<file path="src/rtl/baseblocks_v5_0_pkg.sv">
// Shared gate-type constants and elaboration-time helpers for the
// pipelined bus reduction.
package baseblocks_v5_0_pkg;

   localparam int c_and  = 0;
   localparam int c_nand = 1;
   localparam int c_or   = 2;
   localparam int c_nor  = 3;
   localparam int c_xor  = 4;
   localparam int c_xnor = 5;

   // Base operator that each stage actually evaluates
   localparam int c_op_and = 0;
   localparam int c_op_or  = 1;
   localparam int c_op_xor = 2;

   function automatic int base_op(input int gate);
      case (gate)
         c_or, c_nor:   return c_op_or;
         c_xor, c_xnor: return c_op_xor;
         default:       return c_op_and;
      endcase
   endfunction

   // Padding value that leaves the base operator's result unchanged
   function automatic logic identity_val(input int gate);
      return (gate == c_and) || (gate == c_nand);
   endfunction

   function automatic logic final_inv(input int gate);
      return (gate == c_nand) || (gate == c_nor) || (gate == c_xnor);
   endfunction

   // Smallest stage count s >= 1 with group**s >= width
   function automatic int calc_stages(input int width, input int group);
      int s;
      int span;
      s    = 1;
      span = group;
      while (span < width) begin
         span = span * group;
         s    = s + 1;
      end
      return s;
   endfunction

   // Bus width entering a given level (level 0 is the primary input)
   function automatic int stage_width(input int width, input int group, input int level);
      int w;
      w = width;
      for (int k = 0; k < level; k++) begin
         w = (w + group - 1) / group;
      end
      return w;
   endfunction

endpackage

</file>
<file path="src/rtl/c_reduce_stage_v5_0.sv">
// One registered reduction level: folds groups of GROUP bits into one bit
// each, padding the last group with the operator identity.
module c_reduce_stage_v5_0
   import baseblocks_v5_0_pkg::*;
#(
   parameter int IN_W  = 16,
   parameter int GROUP = 4,
   parameter int GATE  = 0,
   parameter bit LAST  = 1'b0,
   parameter int OUT_W = (IN_W + GROUP - 1) / GROUP
) (
   input  logic             clk,
   input  logic             aclr_n,
   input  logic             adv,
   input  logic             clr,
   input  logic [IN_W-1:0]  d,
   input  logic             d_valid,
   output logic [OUT_W-1:0] q,
   output logic             q_valid
);

   localparam int PAD_W = OUT_W * GROUP;
   localparam int OP    = base_op(GATE);
   localparam bit ID    = identity_val(GATE);
   // Only the last level applies the NAND/NOR/XNOR inversion
   localparam bit INV   = LAST && final_inv(GATE);

   logic [PAD_W-1:0] padded;
   logic [OUT_W-1:0] reduced;

   always_comb begin
      padded           = {PAD_W{ID}};
      padded[IN_W-1:0] = d;
   end

   for (genvar gi = 0; gi < OUT_W; gi++) begin : g_group
      logic [GROUP-1:0] grp;
      logic             base;

      assign grp = padded[gi*GROUP +: GROUP];

      if (OP == c_op_and) begin : g_and
         assign base = &grp;
      end else if (OP == c_op_or) begin : g_or
         assign base = |grp;
      end else begin : g_xor
         assign base = ^grp;
      end

      assign reduced[gi] = base ^ INV;
   end

   always_ff @(posedge clk or negedge aclr_n) begin
      if (!aclr_n) begin
         q       <= '0;
         q_valid <= 1'b0;
      end else if (clr) begin
         q       <= '0;
         q_valid <= 1'b0;
      end else if (adv) begin
         q       <= reduced;
         q_valid <= d_valid;
      end
   end

endmodule

</file>
<file path="src/rtl/c_reduce_bus_pipe_v5_0.sv">
// Pipelined wide-bus AND/NAND/OR/NOR/XOR/XNOR reduction with a valid/ready
// handshake; backpressure is a single combinational advance signal.
module c_reduce_bus_pipe_v5_0
   import baseblocks_v5_0_pkg::*;
#(
   parameter int                 C_WIDTH          = 16,
   parameter int                 C_GATE_TYPE      = 0,
   parameter logic [C_WIDTH-1:0] C_INPUT_INV_MASK = '0,
   parameter int                 C_GROUP          = 4
) (
   input  logic               CLK,
   input  logic               ACLR_N,
   input  logic               CE,
   input  logic               SCLR,
   input  logic [C_WIDTH-1:0] I,
   input  logic               I_VALID,
   output logic               I_READY,
   output logic               Q,
   output logic               O_VALID,
   input  logic               O_READY
);

   localparam int STAGES = calc_stages(C_WIDTH, C_GROUP);

   // Level k occupies chain[k*C_WIDTH +: C_WIDTH]; only its low bits are live
   logic [(STAGES+1)*C_WIDTH-1:0] chain;
   logic [STAGES:0]               vchain;
   logic                          adv;
   logic                          ce_clr;

   assign adv     = CE & (~O_VALID | O_READY);
   assign ce_clr  = CE & SCLR;
   assign I_READY = adv;

   assign chain[C_WIDTH-1:0] = I ^ C_INPUT_INV_MASK;
   assign vchain[0]          = I_VALID;

   for (genvar gi = 0; gi < STAGES; gi++) begin : g_stage
      localparam int IN_W  = stage_width(C_WIDTH, C_GROUP, gi);
      localparam int OUT_W = stage_width(C_WIDTH, C_GROUP, gi + 1);

      c_reduce_stage_v5_0 #(
         .IN_W  (IN_W),
         .GROUP (C_GROUP),
         .GATE  (C_GATE_TYPE),
         .LAST  (gi == STAGES - 1)
      ) u_stage (
         .clk     (CLK),
         .aclr_n  (ACLR_N),
         .adv     (adv),
         .clr     (ce_clr),
         .d       (chain[gi*C_WIDTH +: IN_W]),
         .d_valid (vchain[gi]),
         .q       (chain[(gi+1)*C_WIDTH +: OUT_W]),
         .q_valid (vchain[gi+1])
      );

      if (OUT_W < C_WIDTH) begin : g_tie_hi
         assign chain[(gi+1)*C_WIDTH+OUT_W +: C_WIDTH-OUT_W] = '0;
      end

      if (IN_W < C_WIDTH) begin : g_sink_hi
         logic unused_hi;
         assign unused_hi = ^chain[gi*C_WIDTH+IN_W +: C_WIDTH-IN_W];
      end
   end

   logic unused_tail;
   assign unused_tail = ^chain[(STAGES+1)*C_WIDTH-1 : STAGES*C_WIDTH+1];

   assign Q       = chain[STAGES*C_WIDTH];
   assign O_VALID = vchain[STAGES];

endmodule

</file>
<file path="config.mk">
export PLATFORM = sky130hd
export DESIGN_NAME = c_reduce_bus_pipe_v5_0
export DESIGN_NICKNAME = d
export VERILOG_FILES = /design/src/rtl/baseblocks_v5_0_pkg.sv /design/src/rtl/c_reduce_stage_v5_0.sv /design/src/rtl/c_reduce_bus_pipe_v5_0.sv
export SDC_FILE = /design/constraint.sdc
export NUM_CORES = 1
export LEC_CHECK = 0
export BUFFER_PORTS_ARGS = -buffer_cell sky130_fd_sc_hd__clkbuf_2
export CAP_MARGIN = 25
export CORE_UTILIZATION = 25
export CTS_BUF_LIST = sky130_fd_sc_hd__clkbuf_8
export CTS_CLUSTER_DIAMETER = 200
export DETAILED_ROUTE_END_ITERATION = 8
export PLACE_DENSITY_LB_ADDON = 0.05
export SYNTH_ARGS = -nofsm -noshare
export SYNTH_HDL_FRONTEND = slang
export SYNTH_HIERARCHICAL = 1
export SYNTH_SLANG_ARGS = --single-unit
</file>
<file path="constraint.sdc">
create_clock -name CLK -period 1.8 [get_ports CLK]
set_clock_uncertainty 0.1 [all_clocks]
set_input_delay 0.27 -clock CLK [delete_from_list [all_inputs] [get_ports CLK]]
set_output_delay 0.27 -clock CLK [all_outputs]
set_load 0.1 [all_outputs]
</file>
==> results of run 1 <==
what timing repair did:
item | 4_1_cts | 5_1_grt
hold endpoints to repair | 7 | 0
resized for setup | 0 | 0
setup endpoints to repair | 0 | 0
hold buffers | 1 | 0
flip-flops by register name, summed over array words and instances, names as in the netlist:
signal	count
g_stage.u_stage/q_valid	2
g_stage.u_stage/q	5
cell usage after synthesis:
cell	n
nand2b_1	1
inv_1	1
nand4_1	5
dfrtp_1	7
nand2b_2	1
o2bb2ai_1	3
a2bb2o_4	1
a21boi_1	1
or3b_1	1
nor2_2	1
nor2_1	2
mux2i_1	2
o21ai_2	1
and2_1	1
power groups by stage:
stage / sequential (mW) / clock (mW) / combinational (mW)
after floorplan: 0.195 / 0 / 0.0444
after global placement: 0.175 / 0 / 0.103
after detailed placement: 0.176 / 0 / 0.105
after CTS: 0.174 / 0.220 / 0.108
after global routing: 0.175 / 0.230 / 0.115
final: 0.174 / 0.214 / 0.106
cell families (layout without fill, tap and decap cells):
| kind of cell | count (synthesis) | after routing |
|---|---|---|
| mux | 2 | 2 |
| flops | 7 | 7 |
| buf+inv | 1 | 30 |
| simple gates | 12 | 12 |
| compound gates | 6 | 6 |
path summary, 6_finish.rpt:
check                                        endpoint  slack [ns]  depth (start not counted)
setup / recovery                              I_READY        0.16                          2
hold / removal                g_stage[0].u_stage/q[1]        0.19                          3
hold reg to reg               g_stage[0].u_stage/q[1]        0.39                          1
max in group asynchronous  g_stage[1].u_stage/q_valid        1.09                          2
setup reg to reg           g_stage[1].u_stage/q_valid        0.45                          3
min in group asynchronous     g_stage[0].u_stage/q[1]        0.32                          2
placed cells by master (no fill, tap or decap), drive strengths merged:
| cell | count |
|---|---|
| o21ai | 1 |
| or3b | 1 |
| buf | 1 |
| a21boi | 1 |
| mux2i | 2 |
| nand4 | 5 |
| dfrtp | 7 |
| nand2b | 2 |
| clkbuf | 26 |
| inv | 2 |
| dlygate4sd3 | 1 |
| a2bb2o | 1 |
| nor2 | 3 |
| and2 | 1 |
| o2bb2ai | 3 |
per-layer routing:
layer / global-route usage, % / share of wire, % / up-vias
li1: - / - / 164
met1: 15.8 / 42 / 153
met2: 25.0 / 49 / 18
met3: 5.78 / 8.6 / 0
met4: 10.3 / 0 / 0
met5: 0 / 0 / -
worst max-delay path, stage by stage, from the launching register on:
cell and delay (ns):
dfrtp_4 0.49, a21boi_4 0.33, buf_12 0.22
final cells by class:
type	count	share of cell area, %
clock buffer	3	7.32
clock inverter	1	0.665
inverter	1	0.665
multi-input combinational	20	30.8
sequential	7	31.7
tap	14	3.10
timing repair buffer	25	25.7
per-stage QoR:
step           worst slack, ns  TNS [ns]  area (um^2)  cells  utilization [%]
6_report                 0.165         0          564     71             48.2
2_1_floorplan           -0.113    -0.524          357     28                -
4_1_cts                  0.159         0          564     71             48.2
5_1_grt                  0.111         0          564     71             48.2
3_5_place_dp             0.405         0          509     66             43.5
3_3_place_gp             0.426         0          509     66             43.5
==> flow_summary.yaml, run 1 <==
finish:
  nets: 80
  num_antenna_cells: 0
  regArea_um2: 179
  syn_to_final_growth_pct: 67.7
  num-fill-cells: 117
  drive_above_1_share_pct: 57.9
  multi_input_area_um2: 174
floorplanning:
  dieArea_mm2: 0.00150
  core-area_mm2: 0.00117
  io_pins: 25
  die_h_um: 38.7
  rows: 12
  start_util_pct: 28.7
  die_w_um: 38.7
synth:
  synth_fa_ha_area_share_pct: 0
  synth_xor_area_share_pct: 0
  synth.area.mux_share_pct: 5.95
  syn_area_per_cell_um2: 12.0
  synth_top_family_by_area: "simple AND/OR/NAND/NOR gates"
  yosysTopAreaCell: "dfrtp_1"
  syn_area_um2: 337
  ys_warn_count: 6
  synth_simple_gate_area_share_pct: 22.3
  synth_top_cell_area_share_pct: 52.0
  synth_cell_types: 14
  synth_seq_cells: 7
  synth_compound_area_share_pct: 18.6
  syn_nets: 50
  ys_seq_area_share_pct: 52.0
  synthCells: 28
  synth_area_leaders: "dfrtp_1 (52%), nand4_1 (9.3%), o2bb2ai_1 (7.8%)"
worst_setup_path:
  critical_path.startpoint: "g_stage[1].u_stage/q_valid"
  critPathLaunchType: "flip-flop"
  crit_required_ns: 1.43
  crit_arrival_ns: 1.27
  rr_startpoint: "g_stage[1].u_stage/q_valid"
  endpoint_kind: "output pin"
  crit_path_max_fanout: 7
  crit_type: "flip-flop to output pin"
power_and_ir_drop:
  ir_drop_mv: 0.510
  switching_share_pct: 27.9
  p_comb_share_pct: 21.5
  p_clk_share_pct: 43.4
  p_int_uw: 357
  p_sw_uw: 138
  seq_power_share_pct: 35.2
  leakage_nw: 0.289
  power_uw: 494
  pwr_density_cell_mw_per_mm2: 876
grt:
  grt_max_degree: 8
  grt-ovfl-total: 0
  antenna_found_initial: 0
  grt_pass1_vias: 373
  grt_usage_pct: 15.2
  grt_first_pass_wirelength_um: 1480
place:
  hpwl_um: 697
  place_congestion: 0.738
  port_buffers: 24
timing:
  slew_viol_final: 0
  hold_violations: 0
  period_share_pct: 90.8
  hold_ws_ns: 0.194
  worst_pin_slew_ns: 0.546
  min_period_ns: 1.64
  relSlewSlack_pct: 63.8
  max_freq_mhz: 612
  rsz0062_at_grt: "no"
  setup_viol: 0
min_path:
  hold_path_class: "input pin to flip-flop"
  hp-start: "I[5]"
clocking:
  cts_buffers: 3
  cts_tree: "done"
  worstSkewPairLatency_ns: 0.22
  cts_buffer_depth: 2
  postCtsSetupRepairBufs: 0
  clkSinkCount: 7
  root_buffer: "clkbuf_8"
  h-tree-depth: 1
  cts.clk_slew.worst_paths_ns: 0.04
route:
  avgViaCountPerCell: 4.72
  wl_um: 828
  vias: 335
  wl_per_cell_um: 11.7
  postRouteAntennaNets: 0
  drc: 0
  drt_first_iter_violations: 3
  first_pass_iters: 2
status:
  outcome: "complete, no violations"
run:
  cap_violations: 0
Power figures use the tool's default switching activity.
==> inputs of run 2 (changes only) <==
Settings changed: PLACE_DENSITY_LB_ADDON 0.05 to 0.3.
==> flow_summary.yaml, run 2 (synthesized netlist as in run 1, its figures left out) <==
route:
  first_pass_iters: 1
  drc: 0
  postRouteAntennaNets: 0
  wl_per_cell_um: 9.83
  vias: 337
  drt_first_iter_violations: 0
  wl_um: 698
  avgViaCountPerCell: 4.75
place:
  place_congestion: 0.645
  dp.cells: 66
  hpwl_um: 563
  dp_slack_ns: 0.389
  port_buffers: 24
  dpl_cell_area_um2: 509
power_and_ir_drop:
  p_int_uw: 357
  p_sw_uw: 135
  leakage_nw: 0.289
  ir_drop_mv: 0.344
  p_clk_share_pct: 43.4
  power_uw: 492
  pwr_density_cell_mw_per_mm2: 871
  switching_share_pct: 27.5
  p_comb_share_pct: 21.2
  seq_power_share_pct: 35.4
floorplanning:
  dieArea_mm2: 0.00150
  core-area_mm2: 0.00117
  rows: 12
  start_util_pct: 28.7
  die_h_um: 38.7
  io_pins: 25
  die_w_um: 38.7
finish:
  mostFrequentLayoutCells: "clkbuf_2 (23), dfrtp_1 (6), nand4_1 (5), clkbuf_8 (3), o2bb2ai_1 (3)"
  nets: 80
  fin_util_pct: 48.2
  regMostFlops: "g_stage.u_stage/q"
  num_antenna_cells: 0
  drive_above_1_share_pct: 57.9
  final_cell_area_um2: 564
  largest_reg_flops: 5
  stdcell_count: 71
  syn_to_final_growth_pct: 67.7
  reg_top3: "g_stage.u_stage/q x5, g_stage.u_stage/q_valid x2"
  final_common_cell: "clkbuf_2"
worst_setup_path:
  crit_arrival_ns: 1.26
  slowest_delay_ns: 0.49
  endpoint_kind: "output pin"
  reg2reg_depth: 3
  path_cells: "a21boi_4 > buf_12"
  cp_num_buf_inv: 1
  critPathSlowestCell: "dfrtp_4"
  critPathLaunchType: "flip-flop"
  path_delay_family: "flip-flops"
  regToRegSetupSlack_ns: 0.48
  crit_path_max_fanout: 7
  crit_required_ns: 1.43
  crit_type: "flip-flop to output pin"
  cp.depth: 2
timing:
  slew_viol_final: 0
  min_period_ns: 1.63
  hold_violations: 0
  relSlewSlack_pct: 64.3
  max_freq_mhz: 612
  setup_slack_ns: 0.166
  setup_viol: 0
  tns_ns: 0
  worst_pin_slew_ns: 0.537
  period_share_pct: 90.8
  rsz0062_at_grt: "no"
  hold_ws_ns: 0.189
clocking:
  cts.clk_slew.worst_paths_ns: 0.04
  cts_buffer_depth: 2
  h-tree-depth: 1
  cts_buffers: 3
  root_buffer: "clkbuf_8"
  post_cts_resized: 0
  postCtsSetupRepairBufs: 0
  cts_tree: "done"
  clkSinkCount: 7
  worstSkewPairLatency_ns: 0.22
grt:
  grt_usage_pct: 12.5
  grt-ovfl-total: 0
  grt_pass1_vias: 321
  grt_max_degree: 8
  grt_first_pass_wirelength_um: 1190
  antenna_found_initial: 0
run:
  cap_violations: 0
min_path:
  min_path_cells: 3
  hold_path_class: "input pin to flip-flop"
status:
  outcome: "complete, no violations"
==> run 2: power groups by stage <==
stage / logic (mW) / clock network, mW / registers, mW
floorplan: 0.0444 / 0 / 0.195
global placement: 0.103 / 0 / 0.176
detailed placement: 0.104 / 0 / 0.176
CTS: 0.106 / 0.221 / 0.174
global route: 0.112 / 0.233 / 0.175
finish: 0.104 / 0.213 / 0.174
==> run 2: repair_timing <==
| item | 4_1_cts | 5_1_grt |
|---|---|---|
| hold buffers | 1 | 0 |
| endpoints found under the hold margin | 7 | 0 |
| endpoints found under the setup margin | 0 | 0 |
==> run 2: worst paths after layout <==
path                                               to                        from
hold reg to reg               g_stage[0].u_stage/q[2]     g_stage[0].u_stage/q[2]
setup / recovery                              I_READY  g_stage[1].u_stage/q_valid
min in group asynchronous     g_stage[0].u_stage/q[0]                      ACLR_N
max in group asynchronous  g_stage[1].u_stage/q_valid                      ACLR_N
hold / removal                g_stage[0].u_stage/q[2]                       I[11]
setup reg to reg           g_stage[1].u_stage/q_valid  g_stage[1].u_stage/q_valid
==> run 2: final cells by class <==
type	count	area (um^2)
Clock inverter	1	3.75
Fill cell	116	607
Tap cell	14	17.5
Sequential cell	7	179
Multi-Input combinational cell	20	174
Inverter	1	3.75
Timing Repair Buffer	25	145
Clock buffer	3	41.3
==> run 2: worst reg2reg max path, cell delays in order (launching register included) <==
cell and delay, ns:
dfrtp_4 0.49, a21boi_4 0.33, mux2i_1 0.24, nor2_1 0.05
==> run 2: routing by layer <==
| metal | global-route usage (%) | part of all wire (%) |
|---|---|---|
| met5 | 0 | 0 |
| met4 | 10.3 | 0 |
| met3 | 5.20 | 11 |
| met2 | 19.2 | 45 |
| met1 | 12.9 | 43 |
==> inputs of run 3 (changes only) <==
Settings changed: CORE_AREA set to 2 2 39 41, CORE_UTILIZATION 25 to not set, DIE_AREA set to 0 0 41 43.
==> flow_summary.yaml, run 3 (synthesized netlist as in run 1, its figures left out) <==
status:
  outcome: "complete, no violations"
grt:
  grt_max_degree: 8
  grt-ovfl-total: 0
  antenna_found_initial: 0
  grt_first_pass_wirelength_um: 1210
  grt_pass1_vias: 297
  grt_usage_pct: 11.0
finish:
  final_cell_area_um2: 567
  mostFrequentLayoutCells: "clkbuf_2 (23), dfrtp_1 (6), nand4_1 (5), clkbuf_8 (3), o2bb2ai_1 (3)"
  regMostFlops: "g_stage.u_stage/q"
  num-fill-cells: 148
  nets: 80
  num_antenna_cells: 0
  syn_to_final_growth_pct: 68.4
  drive_above_1_share_pct: 57.9
  reg_top3: "g_stage.u_stage/q x5, g_stage.u_stage/q_valid x2"
  largest_reg_flops: 5
  final_common_cell: "clkbuf_2"
min_path:
  holdPathEnd: "g_stage[0].u_stage/q[2]"
  min_path_cells: 3
  hold_path_class: "input pin to flip-flop"
  hp-start: "I[11]"
floorplanning:
  core-area_mm2: 0.00138
  io_pins: 25
  dieArea_mm2: 0.00176
  die_h_um: 43
  rows: 14
  start_util_pct: 24.3
  die_w_um: 41
worst_setup_path:
  crit_required_ns: 1.43
  regToRegSetupSlack_ns: 0.47
  crit_arrival_ns: 1.26
  r2r_end: "g_stage[0].u_stage/q[0]"
  crit_path_max_fanout: 7
  reg2reg_depth: 3
  endpoint_kind: "output pin"
  crit_type: "flip-flop to output pin"
  critPathLaunchType: "flip-flop"
  rr_startpoint: "g_stage[1].u_stage/q_valid"
route:
  postRouteAntennaNets: 0
  drt_first_iter_violations: 1
  wl_per_cell_um: 10.7
  vias: 329
  wl_um: 779
  avgViaCountPerCell: 4.51
  first_pass_iters: 4
  drc: 0
timing:
  setup_viol: 0
  worst_pin_slew_ns: 0.542
  period_share_pct: 90.7
  rsz0062_at_grt: "no"
  tns_ns: 0
  slew_viol_final: 0
  max_freq_mhz: 613
  hold_violations: 0
  setup_slack_ns: 0.168
  min_period_ns: 1.63
  relSlewSlack_pct: 64.0
place:
  dpl_cell_area_um2: 512
  port_buffers: 24
  dp_slack_ns: 0.401
  place_congestion: 0.687
clocking:
  clkSinkCount: 7
  worstSkewPairLatency_ns: 0.22
  cts_buffer_depth: 2
  cts_tree: "done"
  post_cts_resized: 0
  cts_buffers: 3
  h-tree-depth: 1
  cts.clk_slew.worst_paths_ns: 0.04
  root_buffer: "clkbuf_8"
run:
  cap_violations: 0
power_and_ir_drop:
  p_int_uw: 356
  p_clk_share_pct: 43.3
  leakage_nw: 0.289
  p_comb_share_pct: 21.3
  pwr_density_cell_mw_per_mm2: 867
  seq_power_share_pct: 35.4
  p_sw_uw: 135
  switching_share_pct: 27.4
  ir_drop_mv: 0.496
==> run 3: cell counts in the layout (fill, tap and decap cells not counted) <==
No cell type changed its count.
==> run 3: worst max-delay path, cell delays in order (launching register included) <==
cell      delay [ns]
dfrtp_4         0.49
a21boi_4        0.32
buf_12          0.22
==> run 3: final cells by class <==
class	count	area, um^2	area share [%]
clock buffers	3	41.3	7.28
repair buffers	25	145	25.6
multi-input cells	20	174	30.7
flip-flops and latches	7	179	31.6
inverters	1	3.75	0.662
clock inverters	1	3.75	0.662
well taps	16	20.0	3.53
==> run 3: metrics by stage <==
step                util (%)  hold slack [ns]  power (mW)  instances
floorplan                  -           -0.126       0.239         28
global placement        37.0           0.0177       0.279         68
detailed placement      37.0           0.0179       0.280         68
CTS                     41.0            0.196       0.501         73
global route            41.0            0.232       0.514         73
finish                  41.0            0.200       0.491         73
==> run 3: worst max-delay path by stage <==
stage                          startpoint                      end  cells past startpoint  slack, ns
6_report       g_stage[1].u_stage/q_valid                  I_READY                      2       0.17
5_1_grt        g_stage[1].u_stage/q_valid                  I_READY                      2       0.13
4_1_cts        g_stage[1].u_stage/q_valid                  I_READY                      2       0.16
3_5_place_dp   g_stage[1].u_stage/q_valid                  I_READY                      2       0.40
3_3_place_gp   g_stage[1].u_stage/q_valid                  I_READY                      2       0.41
2_1_floorplan  g_stage[1].u_stage/q_valid  g_stage[0].u_stage/q[0]                      3      -0.11
==> run 3: repair_timing <==
item,in CTS,in global routing
hold endpoints to repair,7,0
hold buffers,1,0
buffers inserted,0,0
==> run 3: layer usage <==
metal | vias up | part of all wire [%] | global-route usage (%)
met5 | - | 0 | 0
met4 | 0 | 1.3 | 4.00
met2 | 17 | 48 | 16.6
met1 | 146 | 41 | 11.6
met3 | 2 | 8.9 | 7.85
li1 | 164 | - | -
==> run 3: power groups by stage <==
stage | clock network (mW) | registers (mW) | logic, mW
floorplan | 0 | 0.195 | 0.0444
global placement | 0 | 0.176 | 0.103
detailed placement | 0 | 0.176 | 0.104
CTS | 0.221 | 0.174 | 0.106
global route | 0.227 | 0.175 | 0.112
finish | 0.212 | 0.174 | 0.105
